===== config.mk =====
export PLATFORM = sky130hd
export DESIGN_NAME = matrix_key_scan
export DESIGN_NICKNAME = d
export VERILOG_FILES = /design/src/rtl/matrix_key_scan_pkg.sv /design/src/rtl/matrix_key_scan_sync_2ff.sv /design/src/rtl/matrix_key_scan.sv
export SDC_FILE = /design/constraint.sdc
export NUM_CORES = 1
export LEC_CHECK = 0
export BUFFER_PORTS_ARGS = -buffer_cell sky130_fd_sc_hd__buf_2
export CAP_MARGIN = 20
export CORE_MARGIN = 5
export CORE_UTILIZATION = 44
export CTS_CLUSTER_DIAMETER = 50
export DETAILED_ROUTE_END_ITERATION = 8
export PLACE_DENSITY = 0.61
export SLEW_MARGIN = 20
export SYNTH_ARGS = -nofsm -noshare
export SYNTH_HDL_FRONTEND = slang
export SYNTH_HIERARCHICAL = 1
export SYNTH_SLANG_ARGS = --single-unit

===== constraint.sdc =====
create_clock -name clk_i -period 1.86 [get_ports clk_i]
set_clock_uncertainty 0.05 [all_clocks]
set_input_delay 0.093 -clock clk_i [delete_from_list [all_inputs] [get_ports clk_i]]
set_output_delay 0.093 -clock clk_i [all_outputs]
set_load 0.02 [all_outputs]

===== src/rtl/matrix_key_scan_pkg.sv =====
// matrix_key_scan_pkg: shared FSM encodings, keypad geometry and timing defaults for the key scanner.
package matrix_key_scan_pkg;
    typedef enum logic [2:0] {
        ST_IDLE     = 3'd0,
        ST_DEBOUNCE = 3'd1,
        ST_SCAN     = 3'd2,
        ST_REPORT   = 3'd3,
        ST_HOLD     = 3'd4
    } state_e;

    localparam int ROWS              = 4;
    localparam int COLS              = 4;
    localparam int DB_CYCLES_DEF     = 1_000_000;
    localparam int SETTLE_CYCLES_DEF = 16;

    // Index of the lowest-numbered column pulled low (columns are active-low).
    function automatic logic [1:0] lowest_low(input logic [COLS-1:0] c);
        return !c[0] ? 2'd0 : !c[1] ? 2'd1 : !c[2] ? 2'd2 : 2'd3;
    endfunction
endpackage


===== src/rtl/matrix_key_scan_sync_2ff.sv =====
// sync_2ff: two-flop synchroniser for asynchronous pin inputs, resetting to a configurable value.
module sync_2ff #(
    parameter int               WIDTH   = 1,
    parameter logic [WIDTH-1:0] RST_VAL = '1
) (
    input  logic             clk_i,
    input  logic             rst_n_i,
    input  logic [WIDTH-1:0] d_i,
    output logic [WIDTH-1:0] q_o
);
    logic [WIDTH-1:0] meta_q;
    logic [WIDTH-1:0] sync_q;

    always_ff @(posedge clk_i) begin
        if (!rst_n_i) begin
            meta_q <= RST_VAL;
            sync_q <= RST_VAL;
        end else begin
            meta_q <= d_i;
            sync_q <= meta_q;
        end
    end

    assign q_o = sync_q;
endmodule


===== src/rtl/matrix_key_scan.sv =====
// matrix_key_scan: 4x4 active-low keypad scanner with press/release debounce and one-cycle key report.
module matrix_key_scan
    import matrix_key_scan_pkg::*;
#(
    parameter int DB_CYCLES     = DB_CYCLES_DEF,
    parameter int SETTLE_CYCLES = SETTLE_CYCLES_DEF
) (
    input  logic       clk_i,
    input  logic       rst_n_i,
    input  logic [3:0] col_n_i,
    output logic [3:0] row_n_o,
    output logic       key_valid_o,
    output logic [3:0] key_code_o,
    output logic       key_held_o
);
    localparam int CW = $clog2(DB_CYCLES > SETTLE_CYCLES ? DB_CYCLES : SETTLE_CYCLES);
    localparam logic [CW-1:0] DB_LAST     = CW'(DB_CYCLES - 1);
    localparam logic [CW-1:0] SETTLE_LAST = CW'(SETTLE_CYCLES - 1);
    localparam logic [1:0]    ROW_LAST    = 2'(ROWS - 1);
    localparam logic [COLS-1:0] NONE      = '1;

    state_e          state_q, state_d;
    logic [CW-1:0]   cnt_q, cnt_d;
    logic [1:0]      row_q, row_d;
    logic [3:0]      code_q, code_d;
    logic [COLS-1:0] col_s, col_prev_q;

    sync_2ff #(.WIDTH(COLS), .RST_VAL(NONE)) u_sync (
        .clk_i   (clk_i),
        .rst_n_i (rst_n_i),
        .d_i     (col_n_i),
        .q_o     (col_s)
    );

    always_ff @(posedge clk_i) begin
        if (!rst_n_i) begin
            state_q    <= ST_IDLE;
            cnt_q      <= '0;
            row_q      <= '0;
            code_q     <= '0;
            col_prev_q <= NONE;
        end else begin
            state_q    <= state_d;
            cnt_q      <= cnt_d;
            row_q      <= row_d;
            code_q     <= code_d;
            col_prev_q <= col_s;
        end
    end

    always_comb begin
        state_d = state_q;
        cnt_d   = cnt_q + 1'b1;
        row_d   = row_q;
        code_d  = code_q;
        case (state_q)
            ST_IDLE: begin
                cnt_d   = '0;
                state_d = col_s != NONE ? ST_DEBOUNCE : ST_IDLE;
            end
            ST_DEBOUNCE: begin
                if (col_s == NONE) begin
                    state_d = ST_IDLE;
                    cnt_d   = '0;
                end else if (col_s != col_prev_q) begin
                    cnt_d = '0;
                end else if (cnt_q == DB_LAST) begin
                    state_d = ST_SCAN;
                    cnt_d   = '0;
                    row_d   = '0;
                end
            end
            ST_SCAN: begin
                // Columns are only trusted once the row has settled through the synchroniser.
                if (cnt_q == SETTLE_LAST) begin
                    cnt_d = '0;
                    if (col_s != NONE) begin
                        state_d = ST_REPORT;
                        code_d  = {row_q, lowest_low(col_s)};
                    end else if (row_q == ROW_LAST) begin
                        state_d = ST_IDLE;
                    end else begin
                        row_d = row_q + 1'b1;
                    end
                end
            end
            ST_REPORT: begin
                state_d = ST_HOLD;
                cnt_d   = '0;
            end
            ST_HOLD: begin
                if (col_s != NONE) begin
                    cnt_d = '0;
                end else if (cnt_q == DB_LAST) begin
                    state_d = ST_IDLE;
                    cnt_d   = '0;
                end
            end
            default: begin
                state_d = ST_IDLE;
                cnt_d   = '0;
            end
        endcase
    end

    assign row_n_o     = state_q == ST_SCAN ? ~(4'b0001 << row_q) : 4'b0000;
    assign key_valid_o = state_q == ST_REPORT;
    assign key_held_o  = state_q == ST_REPORT || state_q == ST_HOLD;
    assign key_code_o  = code_q;
endmodule


==> key figures, run 1 <==
Power
  – Pwr/cell area: 756 mW/mm^2
  – Leakage power: 0.916 nW
  – Max rail drop VDD: 0.541 mV

Clock tree
  – TritonCTS buffer count: 5
  – Root Buffer: clkbuf_8
  – Sink Count: 41
  – Clk pin slew, worst setup/hold paths: 80 ps
  – Clock tree buffer depth: 2
  – Postcts setup bufs: 0
  – Clk_lat worst skew: 300 ps
  – CTS tree: done
  – H-tree levels: 2

Timing
  – Worst slew pin tran: 375 ps
  – RSZ-0062 raised after global routing: yes
  – Relative max-transition margin: 74.8%
  – FMAX: 0.571 GHz
  – Final Hold Viols: 0
  – Final Slew Violations: 0
  – Final min period: 1750 ps
  – Final setup viols: 0
  – Setup_tns: 0 ps
  – Tcrit/Tclk final: 94.2%

Yosys
  – Ys async rst share: 0%
  – Adder-Cell Fraction of Synth Area: 3.12%
  – Avg Inst Size Synth: 9.69 um^2
  – Ys Warns: 6
  – Ys flop type: dfxtp_1
  – Complex-gate fraction of the synthesized area: 4.43%
  – Sequential area share after synthesis: 40.9%
  – Synth Net Count: 218
  – Seq cells post-synth: 41
  – Post-synthesis mux area share: 2.99%
  – Synth Instances: 207
  – Number of flops mapped to enable cells by yosys: 0
  – Mapped cell area: 0.00201 mm^2
  – Simple logic cell fraction of the synthesized area: 35.7%
  – Post-synth cell types: 39
  – XOR/XNOR share of the synthesized area: 9.61%
  – Main combinational cell family by area after synthesis: simple AND/OR/NAND/NOR gates

Drt
  – Vias/cell: 5.38
  – First-pass DRT Iterations: 4
  – Starting DRT DRC Count: 107
  – Final WL: 4020 um
  – Routed Antenna Nets: 0
  – DRC violation count after routing: 0
  – Routed WL per cell: 13.5 um
  – Vias post-DR: 1,599

GRT
  – GR Layer Usage met2: 23.0%
  – GR peak layer: met2
  – First-pass GRT wire length: 7310 um
  – GRT overflow: 0
  – Met1 Track Usage GR: 19.4%
  – Initial antenna violation count: 0
  – Largest net degree at the start of global routing: 21
  – Number of global-route vias before repair: 1,609
  – Gr usage total: 14.7%
  – Met3 GRT Util: 4.05%

Die
  – Die Ht: 77.5 um
  – FP Rows: 24
  – Die area: 0.00601 mm^2
  – DIE WIDTH: 77.5 um
  – Ports: 16
  – Initial Util: 45.7%
  – Core area: 0.00438 mm^2

Setup path
  – Critical Path End Type: register
  – Crit Path Category: register to register
  – Crit path DAT: 1890 ps
  – Req. time, crit path: 2000 ps
  – Startpoint types: register
  – Peak per-stage delay on the critical path: 590 ps
  – Crit path max fanout: 20
  – CP cell instances: or4_1, o21ai_2, o31a_1, buf_12, nor3_2
  – Slowest-stage cell, CP: or4_1

Place
  – Post-DP HPWL: 2730 um
  – Gp weighted congestion: 0.787
  – Number of port buffers: 15

Run status
  – Status: finished, final reports clean

Finish
  – Most frequent cells in the layout: dfxtp_1, nor3_2, buf_4
  – Antenna cells: 0
  – Commonest non-fill, non-tap cell in the layout: dfxtp_1
  – Share of layout cells above drive strength 1: 31.0%
  – NumNets Final: 255
  – Final Util: 56.7%
  – Area Overhead vs Synth: 23.9%

Run
  – Max_cap viols: 0

Min path
  – Worst min path class: input port to register
## final cells by class
type | count | area, um^2
inverter | 6 | 22.5
fill | 379 | 1900
timing repair buffer | 37 | 275
multi-input combinational | 153 | 1160
tap | 52 | 65.1
clock buffer | 5 | 68.8
sequential | 41 | 827
clock inverter | 3 | 68.8
## kinds of logic after synthesis
| logic type | Yosys count |
|---|---|
| AOI/OAI and AO/OA | 13 |
| xor gates and xnor gates | 22 |
| adders and majority gates | 5 |
| buffers and inverters | 13 |
| DFF | 41 |
| muxes | 6 |
| and+or+nand+nor | 107 |
## state kept, by name, summed over array words and instances (netlist names)
name           cells
cnt_q             20
key_code_o         4
row_q              2
u_sync/meta_q      4
col_prev_q         4
state_q            3
u_sync/q_o         4
## path summary, 6_finish.rpt
kind	start	endpoint	slack (ps)	cells past startpoint
worst max-delay path	cnt_q[4]	cnt_q[9]	110	5
worst min-delay path	rst_n_i	col_prev_q[1]	90	2
worst max register to register	cnt_q[4]	cnt_q[9]	110	5
worst min register to register	u_sync/meta_q[3]	u_sync/q_o[3]	360	1
## layer usage
metal / up-vias / wire, um
li1: 805 / -
met1: 751 / 1870
met2: 35 / 1890
met3: 8 / 187
met4: 0 / 65
met5: - / 0
## repair_timing
item / 4_1_cts / 5_1_grt
endpoints found under the setup margin: 0 / 28
hold buffers: 4 / 0
hold endpoints to repair: 4 / 0
gates resized for setup: 0 / 12
## synth_stat cells (3+ instances only)
library cell   n  area share [%]
nor2_1        11             2.1
nand2b_1      15             4.7
nor3_2        20              10
dfxtp_1       41              41
xor2_1         9             3.9
nand2_1       11             2.1
nor2b_1        4             1.2
and3_1         3            0.94
nand4_1        8             2.5
nand3_1       11             2.7
xnor2_1       13             5.7
nor3_1         3            0.75
clkbuf_1       5            0.94
nor4_1         7             2.2
inv_1          6             1.1
ha_1           5             3.1
and2_1         3            0.94
mux2i_1        6             3.0
## through the flow
stage | hold slack [ps] | total power [mW] | setup slack, ps | std cells | cell area, um^2
floorplan | 116 | 0.986 | 96.3 | 207 | 2010
global placement | 223 | 1.02 | 97.2 | 285 | 2260
detailed placement | 230 | 1.02 | 48.6 | 285 | 2260
CTS | 91.5 | 1.90 | 33.1 | 297 | 2440
global route | 112 | 1.96 | -26.8 | 297 | 2480
finish | 92.6 | 1.88 | 109 | 297 | 2480
## critical path: cells and delay by family (launching register included)
family	cells	cell delay, ps
compound gates	2	390
flops	1	360
simple gates	2	650
buf+inv	1	190
## power breakdown
| part | leakage [nW] | switching (mW) | total (mW) | internal, mW |
|---|---|---|---|---|
| registers | 0.334 | 0.0101 | 0.900 | 0.889 |
| clock network | 0.0687 | 0.326 | 0.866 | 0.540 |
| logic | 0.513 | 0.0603 | 0.113 | 0.0523 |
Note: power is estimated with default switching activity, not from simulation.
==> inputs of run 2 (changes only) <==
--- a/config.mk
+++ b/config.mk
@@ -7,6 +7,7 @@
 export LEC_CHECK = 0
 export BUFFER_PORTS_ARGS = -buffer_cell sky130_fd_sc_hd__buf_2
 export CAP_MARGIN = 20
+export CORE_ASPECT_RATIO = 0.8
 export CORE_MARGIN = 5
 export CORE_UTILIZATION = 44
 export CTS_CLUSTER_DIAMETER = 50
==> run 2 against run 1 <==
Hold slack improved by 2.6 ps. Count of clock-buffer cells in the layout did not move. Wire length fell by 0.95%. Maximum frequency fell by 0.21%. Clock power fell by 30%. Power fell by 14%. Die area rose by 0.14%. Combinational power barely moved. Register-to-register slack barely moved. Core utilization fell by 1.8 points. Flip-flop and latch count did not move. Final cell count rose by 2.4%. Critical path type unchanged.
==> key figures, run 2 (synthesis gave the netlist of run 1 again) <==
Run status
  – Status: finished, final reports clean

Clock tree
  – H-tree levels: 2 (unchanged)
  – Sink Count: 41 (unchanged)
  – CTS tree: done
  – TritonCTS buffer count: 5 (unchanged)
  – Clock tree buffer depth: 2 (unchanged)
  – Clk_lat worst skew: 290 ps (about the same)
  – Clk pin slew, worst setup/hold paths: 90 ps (about the same)
  – Root Buffer: clkbuf_8

GRT
  – Number of global-route vias before repair: 1,496 (-7.0%)
  – Gr usage total: 14.1% (-0.54 points)
  – First-pass GRT wire length: 7000 um (-4.3%)
  – Initial antenna violation count: 0 (unchanged)
  – Largest net degree at the start of global routing: 21 (unchanged)
  – GRT overflow: 0 (unchanged)

Finish
  – Most frequent cells in the layout: dfxtp_1, nor3_2, nand2b_1, buf_2, buf_4
  – Share of layout cells above drive strength 1: 32.0% (+0.95 points)
  – Max reg flops: 20 (unchanged)
  – Antenna cells: 0 (unchanged)
  – Commonest non-fill, non-tap cell in the layout: dfxtp_1
  – Fill count: 402 (+6.1%)
  – Area Overhead vs Synth: 22.8%
  – Largest reg by FF count: cnt_q
  – Non-Filler Instances: 304 (+2.4%)
  – FF+latch area: 830 um^2 (+0.30%)
  – NumNets Final: 254 (-0.39%)
  – Final Util: 54.9% (-1.8 points)
  – Area of the multi-input gates: 0.00117 mm^2 (+1.4%)

Min path
  – Worst min path class: input port to register
  – WHS Endpoint: col_prev_q[2]
  – Hold Crit Start: rst_n_i
  – WHS Path Cells: 2 (unchanged)

Die
  – FP Rows: 22 (-8.3%)
  – Initial Util: 44.7% (-1.0 points)
  – Die Ht: 70.4 um (-9.2%)
  – Die area: 0.00602 mm^2 (+0.14%)
  – Ports: 16 (unchanged)
  – DIE WIDTH: 85.5 um (+10%)
  – Core area: 0.00449 mm^2 (+2.3%)

Setup path
  – Startpoint types: register
  – Reg2reg start: cnt_q[17]
  – Req. time, crit path: 1990 ps (about the same)
  – Reg-to-reg slack, setup: 100 ps (about the same)
  – Critical Path End Type: register
  – Crit path max fanout: 20 (unchanged)
  – Critical path origin: cnt_q[17]
  – R2r endpoint: cnt_q[2]
  – Crit Path Category: register to register
  – Worst R2R Path Depth: 5 (unchanged)
  – Crit path DAT: 1890 ps (about the same)

Drt
  – Final WL: 3980 um (-0.95%)
  – DRC violation count after routing: 0 (unchanged)
  – Routed WL per cell: 13.1 um (-3.2%)
  – First-pass DRT Iterations: 4 (unchanged)
  – Vias post-DR: 1,518 (-5.1%)
  – Routed Antenna Nets: 0 (unchanged)
  – Starting DRT DRC Count: 91 (-15%)
  – Vias/cell: 4.99 (-7.3%)

Timing
  – Relative max-transition margin: 76.4% (+1.7 points)
  – Tcrit/Tclk final: 94.4% (+0.20 points)
  – Worst slew pin tran: 353 ps (-21.6 ps)
  – Final min period: 1760 ps (+3.71 ps)
  – Final Hold Viols: 0 (unchanged)
  – Fin Hold WS: 95.2 ps (+2.57 ps)
  – Final setup viols: 0 (unchanged)
  – Final Slew Violations: 0 (unchanged)
  – FMAX: 0.570 GHz (-0.21%)
  – Setup_tns: 0 ps (unchanged)

Place
  – Gp weighted congestion: 0.800 (+1.7%)
  – DP Cell Count: 290 (+1.8%)
  – Post-DP HPWL: 2780 um (+2.0%)
  – Number of port buffers: 15 (unchanged)

Power
  – Max rail drop VDD: 0.381 mV (-30%)
  – Pwr/cell area: 656 mW/mm^2 (-13%)
  – Leakage power: 0.870 nW (-5.0%)

Run
  – Max_cap viols: 0 (unchanged)
==> run 2: cell count changes in the layout (fill, tap and decap cells not counted), moves of 2 or more <==
cell | previous run | this run
nor4_1 | 6 | 3
nor4_2 | 1 | 4
bufinv_16 | 2 | 0
dfxtp_1 | 36 | 34
dfxtp_2 | 5 | 7
==> run 2: worst max path at each step <==
stage / to / slack (ps) / depth (start not counted)
floorplan: cnt_q[1] / 100 / 7
global placement: key_code_o[0] / 60 / 7
detailed placement: key_code_o[2] / 80 / 7
CTS: key_code_o[2] / 60 / 7
global route: key_code_o[0] / -30 / 7
finish: cnt_q[2] / 100 / 5
==> run 2: power breakdown <==
group	switching [mW]	total, mW	leakage, nW	internal [mW]
sequential	0.0102	0.900	0.334	0.890
clock	0.332	0.606	0.0452	0.273
combinational	0.0595	0.110	0.491	0.0501
==> run 2: timing repair <==
| item | in CTS | in global routing |
|---|---|---|
| setup buffers | 0 | 2 |
| endpoints found under the hold margin | 4 | 0 |
| setup endpoints to repair | 0 | 28 |
| hold buffers | 4 | 0 |
| gates resized for setup | 0 | 15 |
==> run 2: stage by stage <==
stage          total power [mW]  instance area (um^2)  worst slack [ps]
3_3_place_gp               1.02                  2250              63.3
3_5_place_dp               1.02                  2250              79.1
2_1_floorplan             0.986                  2010              96.3
4_1_cts                    1.63                  2390              62.2
5_1_grt                    1.69                  2460             -27.0
6_report                   1.62                  2460               105
==> run 2: area by class of cell <==
cell class | instances | area share [%]
multi-input cells | 153 | 47.7
flip-flops and latches | 41 | 33.7
repair buffers | 36 | 10.9
well taps | 60 | 3.05
clock buffers | 5 | 2.79
clock inverters | 3 | 1.02
inverters | 6 | 0.915
==> run 2: worst max-delay path, stage by stage, from the launching register on <==
cell and delay (ps):
dfxtp_1 360, or4_1 570, o21ai_1 190, o31a_1 210
buf_12 190, nor3_2 60
==> run 2: routing by layer <==
metal	global-route usage, %	up-vias	share of wire [%]	wire length, um
met5	0	-	0	0
met4	4.04	0	0.55	22
met3	3.42	2	3.0	121
met2	20.3	20	43	1700
met1	20.8	701	54	2130
li1	-	795	-	-
